**config.mk**
```make
export PLATFORM = sky130hd
export DESIGN_NAME = sqrt_control
export DESIGN_NICKNAME = d
export VERILOG_FILES = /design/src/rtl/sqrt_control.sv
export SDC_FILE = /design/constraint.sdc
export NUM_CORES = 1
export LEC_CHECK = 0
export CAP_MARGIN = 20
export CORE_MARGIN = 2
export CORE_UTILIZATION = 50
export DETAILED_ROUTE_END_ITERATION = 8
export PLACE_DENSITY = 0.85
export RECOVER_POWER = 25
export SYNTH_ARGS = -nofsm -noshare
export SYNTH_HDL_FRONTEND = slang
export SYNTH_SLANG_ARGS = --single-unit
```
**constraint.sdc**
```tcl
create_clock -name clk -period 3.53 [get_ports clk]
set_input_delay 1.059 -clock clk [delete_from_list [all_inputs] [get_ports clk]]
set_output_delay 1.059 -clock clk [all_outputs]
set_load 0.02 [all_outputs]
```
**src/rtl/sqrt_control.sv**
```systemverilog
// Control unit for an incremental square-root datapath.
// The datapath keeps square=(root+1)^2 and root, and reports N = square > operand.
// This unit accepts an operand, boots the datapath, then alternates CHECK and
// STEP until N rises. It then captures the root and pulses done_o.
// An iteration watchdog aborts with err_o if N never rises.
// Every output is a registered decode of the next state, so no output
// depends combinationally on N_i.

module sqrt_control #(
    parameter int DATA_WIDTH = 16,
    parameter int MAX_ITER   = 256
) (
    input  logic                      clk,
    input  logic                      rst_n,        // active-high synchronous reset
    input  logic                      start_i,
    input  logic [DATA_WIDTH-1:0]     valor_i,
    output logic                      ready_o,
    output logic                      busy_o,
    output logic                      done_o,
    output logic                      err_o,
    output logic [DATA_WIDTH/2-1:0]   root_o,
    output logic [DATA_WIDTH-1:0]     valor_o,
    output logic                      boot_o,
    output logic                      wr_square_o,
    output logic                      wr_root_o,
    output logic                      muxes_o,
    input  logic                      N_i,
    input  logic [DATA_WIDTH/2-1:0]   root_i
);

    localparam int ROOT_W = DATA_WIDTH / 2;
    localparam int CNT_W  = $clog2(MAX_ITER + 1);
    localparam logic [CNT_W-1:0] MAX_CNT = CNT_W'(MAX_ITER);

    typedef enum logic [2:0] {
        S_IDLE  = 3'd0,
        S_BOOT  = 3'd1,
        S_CHECK = 3'd2,
        S_STEP  = 3'd3,
        S_DONE  = 3'd4
    } state_t;

    state_t              state_q, state_d;
    logic [CNT_W-1:0]    cnt_q, cnt_d;
    logic [DATA_WIDTH-1:0] valor_q, valor_d;
    logic [ROOT_W-1:0]   root_q, root_d;
    logic                err_q, err_d;

    logic                ready_q, ready_d;
    logic                busy_q, busy_d;
    logic                done_q, done_d;
    logic                boot_q, boot_d;
    logic                wr_square_q, wr_square_d;
    logic                wr_root_q, wr_root_d;
    logic                muxes_q, muxes_d;

    // Next-state, datapath bookkeeping, and output decode of the next state.
    always_comb begin
        state_d = state_q;
        cnt_d   = cnt_q;
        valor_d = valor_q;
        root_d  = root_q;
        err_d   = err_q;

        case (state_q)
            S_IDLE: begin
                if (start_i) begin
                    valor_d = valor_i;
                    err_d   = 1'b0;
                    cnt_d   = '0;
                    state_d = S_BOOT;
                end
            end
            S_BOOT: begin
                state_d = S_CHECK;
            end
            S_CHECK: begin
                // N_i reflects the register writes made at the previous edge.
                if (N_i) begin
                    root_d  = root_i;
                    state_d = S_DONE;
                end else if (cnt_q == MAX_CNT) begin
                    err_d   = 1'b1;
                    root_d  = root_i;
                    state_d = S_DONE;
                end else begin
                    state_d = S_STEP;
                end
            end
            S_STEP: begin
                // Saturate rather than wrap; CHECK stops the run at MAX_CNT anyway.
                if (cnt_q != MAX_CNT) begin
                    cnt_d = cnt_q + CNT_W'(1);
                end
                state_d = S_CHECK;
            end
            S_DONE: begin
                state_d = S_IDLE;
            end
            default: begin
                state_d = S_IDLE;
            end
        endcase

        ready_d     = (state_d == S_IDLE);
        busy_d      = (state_d == S_BOOT) || (state_d == S_CHECK) || (state_d == S_STEP);
        done_d      = (state_d == S_DONE);
        boot_d      = (state_d == S_BOOT);
        wr_square_d = (state_d == S_BOOT) || (state_d == S_STEP);
        wr_root_d   = (state_d == S_BOOT) || (state_d == S_STEP);
        muxes_d     = (state_d == S_STEP);
    end

    // State, datapath-facing registers and registered control outputs.
    always_ff @(posedge clk) begin
        if (rst_n) begin
            state_q     <= S_IDLE;
            cnt_q       <= '0;
            valor_q     <= '0;
            root_q      <= '0;
            err_q       <= 1'b0;
            ready_q     <= 1'b1;
            busy_q      <= 1'b0;
            done_q      <= 1'b0;
            boot_q      <= 1'b0;
            wr_square_q <= 1'b0;
            wr_root_q   <= 1'b0;
            muxes_q     <= 1'b0;
        end else begin
            state_q     <= state_d;
            cnt_q       <= cnt_d;
            valor_q     <= valor_d;
            root_q      <= root_d;
            err_q       <= err_d;
            ready_q     <= ready_d;
            busy_q      <= busy_d;
            done_q      <= done_d;
            boot_q      <= boot_d;
            wr_square_q <= wr_square_d;
            wr_root_q   <= wr_root_d;
            muxes_q     <= muxes_d;
        end
    end

    assign ready_o     = ready_q;
    assign busy_o      = busy_q;
    assign done_o      = done_q;
    assign err_o       = err_q;
    assign root_o      = root_q;
    assign valor_o     = valor_q;
    assign boot_o      = boot_q;
    assign wr_square_o = wr_square_q;
    assign wr_root_o   = wr_root_q;
    assign muxes_o     = muxes_q;

endmodule

```
==> results.sh <==
export IMPL_run_status="finished clean"
export IMPL_syn_mean_instance_area_um2=8.287
export IMPL_layout_cells_excl_fill=335
export IMPL_worstSetupStartpointType="input port"
export IMPL_final_max_slew_violation_count=0
export IMPL_min_path_type="reg -> reg"
export IMPL_antenna_diode_count=0
export IMPL_tritoncts_num_buffers=5
export IMPL_worstSetupStartpoint="rst_n"
export IMPL_worst_clk_skew_ps=5.389
export IMPL_drt_wl_total_um=4629
export IMPL_worstPathArrival_ps=2860
export IMPL_gp_congestion=0.7584
export IMPL_post_cts_resize_count=0
export IMPL_core_area_mm2=0.003716
export IMPL_synthesis_area_mm2=0.001956
export IMPL_io_buffer_count=59
export IMPL_drc=0
export IMPL_totalNegativeSetupSlack_ps=0
export IMPL_final_hold_violation_count=0
export IMPL_chipWidth_um=66.54
export IMPL_crit_required_ps=3760
export IMPL_antenna_found_initial=0
export IMPL_root_buffer="clkbuf_8"
export IMPL_global_route_overflow_total=0
export IMPL_syn_to_final_growth_pct=38.13
export IMPL_largest_net_degree_at_the_start_of_global_routing=52
export IMPL_synth_sequential_area_ratio=0.4402
export IMPL_nets=316
export IMPL_cts_hold_buffers=0
export IMPL_wire_length_of_the_first_global_routing_pass_um=7596
export IMPL_ff2ff_path_depth=3
export IMPL_ratio_of_cells_with_drive_above_1_in_the_final_layout=0.05575
export IMPL_end_kind="flip-flop"
export IMPL_clock_sinks=43
export IMPL_rsz_0062_raised_after_global_routing="false"
export IMPL_synthesis_yosys_warnings=0
export IMPL_power_leakage_nw=0.9123
export IMPL_post_route_period_util=0.7431
export IMPL_setup_viol=0
export IMPL_r2r_start="state_q[0]"
export IMPL_synth_net_count=266
export IMPL_clock_transition_time_at_the_flip_flop_clock_pins_of_the_worst_setup_and_hold_paths_ps=80
export IMPL_detail_route_wl_per_cell_um=13.82
export IMPL_setup_slack_of_the_worst_register_to_register_path_ps=1640
export IMPL_globalRouteTotalUtil=0.2235
export IMPL_layout_cell_area_non_filler_mm2=0.002701
export IMPL_initial_utilization=0.5263
export IMPL_cts_htree_levels=2
export IMPL_fin_crit_ps=2623
export IMPL_slew_at_the_pin_with_the_worst_max_slew_slack_ps=988.3
export IMPL_final_fill_count=287
export IMPL_tritoncts_clock_tree="built"
export IMPL_yosys_register_bits=43
export IMPL_die_area_mm2=0.004428
export IMPL_core_rowCount=22
export IMPL_netlist_cell_type_count=35
export IMPL_dp_hpwl_um=3068
export IMPL_postPlaceCellArea_mm2=0.002571
export IMPL_synthCells=236
export IMPL_worstSetupPathType="in -> reg"
export IMPL_vias_per_cell=5.758
export IMPL_worst_skew_pair_late_latency_ps=300
export IMPL_max_freq_ghz=0.3812
export IMPL_post_cts_setup_buffer_count=0
export IMPL_timing_max_cap_violations=0
export IMPL_final_util=0.7269
export IMPL_clock_path_buffers=2
export IMPL_die_height_um=66.54
export IMPL_powerDensity_mw_per_mm2=428.3
export IMPL_first_pass_iters=4
export IMPL_via_count=1929
export IMPL_critPathCapture="cnt_q[2]"
export IMPL_number_of_global_route_vias_before_repair=1643
export IMPL_dpl_cell_count=327
export IMPL_io_pins=60
export IMPL_rr_endpoint="cnt_q[5]"
export IMPL_detailedRoute_firstIterationViolations=166
export IMPL_slew_limit_headroom=0.3412
export IMPL_critical_path_peak_fanout=51
export IMPL_max_vdd_ir_drop_v=0.0002511
export IMPL_postRouteAntennaNets=0
==> layout by cell type, fill, tap and decap left out, types with 6 or more instances in the layout <==
cell type / netlist / layout
a21oi_1: 21 / 21
nor2b_1: 8 / 8
o21ai_0: 9 / 9
a211oi_1: 6 / 6
nand4_1: 17 / 17
clkdlybuf4s50_1: 0 / 56
nor3b_1: 10 / 10
o2111ai_1: 8 / 8
nand2_1: 43 / 43
inv_1: 6 / 6
dfxtp_1: 43 / 43
==> worst min-delay path by stage <==
| stage | from | to | cells past startpoint |
|---|---|---|---|
| 3_3_place_gp | valor_o[5] | valor_o[5] | 2 |
| 2_1_floorplan | cnt_q[8] | cnt_q[8] | 2 |
| 4_1_cts | valor_o[11] | valor_o[11] | 2 |
| 5_1_grt | valor_o[2] | valor_o[2] | 2 |
| 6_report | valor_o[11] | valor_o[11] | 2 |
| 3_5_place_dp | valor_o[11] | valor_o[11] | 2 |
==> logic make-up (layout without fill, tap and decap cells) <==
family / count (synthesis) / in the layout / synth area share
buf+inv: 28 / 79 / 0.05694
fa+ha+maj: 2 / 2 / 0.01279
mux: 4 / 4 / 0.02111
simple gates: 108 / 108 / 0.3090
compound gates: 51 / 51 / 0.1599
flops: 43 / 43 / 0.4402
==> cells in the mapped netlist <==
| master | count | share of area |
|---|---|---|
| nor4b_1 | 1 | 0.0045 |
| nand2_1 | 43 | 0.083 |
| o2111ai_1 | 8 | 0.036 |
| nor4_1 | 2 | 0.0064 |
| nor3_1 | 3 | 0.0077 |
| nand2b_1 | 1 | 0.0032 |
| dfxtp_1 | 43 | 0.44 |
| nand3_1 | 4 | 0.010 |
| clkbuf_1 | 18 | 0.035 |
| o21ai_0 | 9 | 0.023 |
| mux2_2 | 1 | 0.0058 |
| nand4_1 | 17 | 0.054 |
| nor2_1 | 3 | 0.0058 |
| a31oi_1 | 2 | 0.0064 |
| mux2i_1 | 3 | 0.015 |
| nor3b_1 | 10 | 0.038 |
| ha_1 | 2 | 0.013 |
| a21oi_1 | 21 | 0.054 |
| o31ai_1 | 4 | 0.015 |
| buf_4 | 1 | 0.0038 |
| or4b_1 | 1 | 0.0051 |
| o21ai_1 | 1 | 0.0026 |
| nor4bb_1 | 1 | 0.0051 |
| or4bb_1 | 1 | 0.0058 |
| a211oi_1 | 6 | 0.023 |
| buf_2 | 2 | 0.0051 |
| buf_1 | 1 | 0.0019 |
| inv_1 | 6 | 0.012 |
| nor2b_1 | 8 | 0.026 |
| nand3b_1 | 1 | 0.0038 |
| or3_1 | 4 | 0.013 |
| or4_1 | 5 | 0.019 |
| nor3b_2 | 1 | 0.0064 |
| nor4b_2 | 1 | 0.0077 |
| nand4b_1 | 1 | 0.0045 |
==> per-layer routing <==
metal  share of wire  track usage  vias to the layer above
li1                -            -                      959
met1            0.45       0.2803                      920
met2            0.50       0.3738                       43
met3           0.035      0.04730                        7
met4           0.016      0.08673                        0
met5               0            0                        -
==> critical path, cell delays in order <==
cell	delay [ps]
dlygate4sd3_1	550
clkbuf_2	560
or3_1	550
mux2i_1	120
==> stage by stage <==
step                      setup WS (ps)  power (mW)  hold WS (ps)
after floorplan                    1465      0.6282         459.2
after global placement            761.2      0.7166         441.0
final                             906.9       1.157         454.0
after global routing              767.9       1.198         470.8
after CTS                          1044       1.164         458.1
after detailed placement          734.2      0.7189         447.2
==> report_power, final <==
part / switching, mW / internal (mW)
sequential: 0.0149 / 0.509
clock: 0.168 / 0.283
combinational: 0.0938 / 0.0892
==> flip-flops by register name, summed over array words and instances, names as in the netlist, 3 cells and up <==
register and flops:
root_o 8, valor_o 16, state_q 3, cnt_q 9
==> area by class of cell <==
class,instances,area (um^2),area share
Clock buffer,6,72.57,0.02686
Tap cell,48,60.06,0.02223
Sequential cell,43,860.8,0.3187
Multi-Input combinational cell,165,992.2,0.3673
Timing Repair Buffer,65,633.1,0.2344
Inverter,6,22.52,0.008337
Clock inverter,2,60.06,0.02223
No activity file was read; power rests on OpenSTA's default activity.
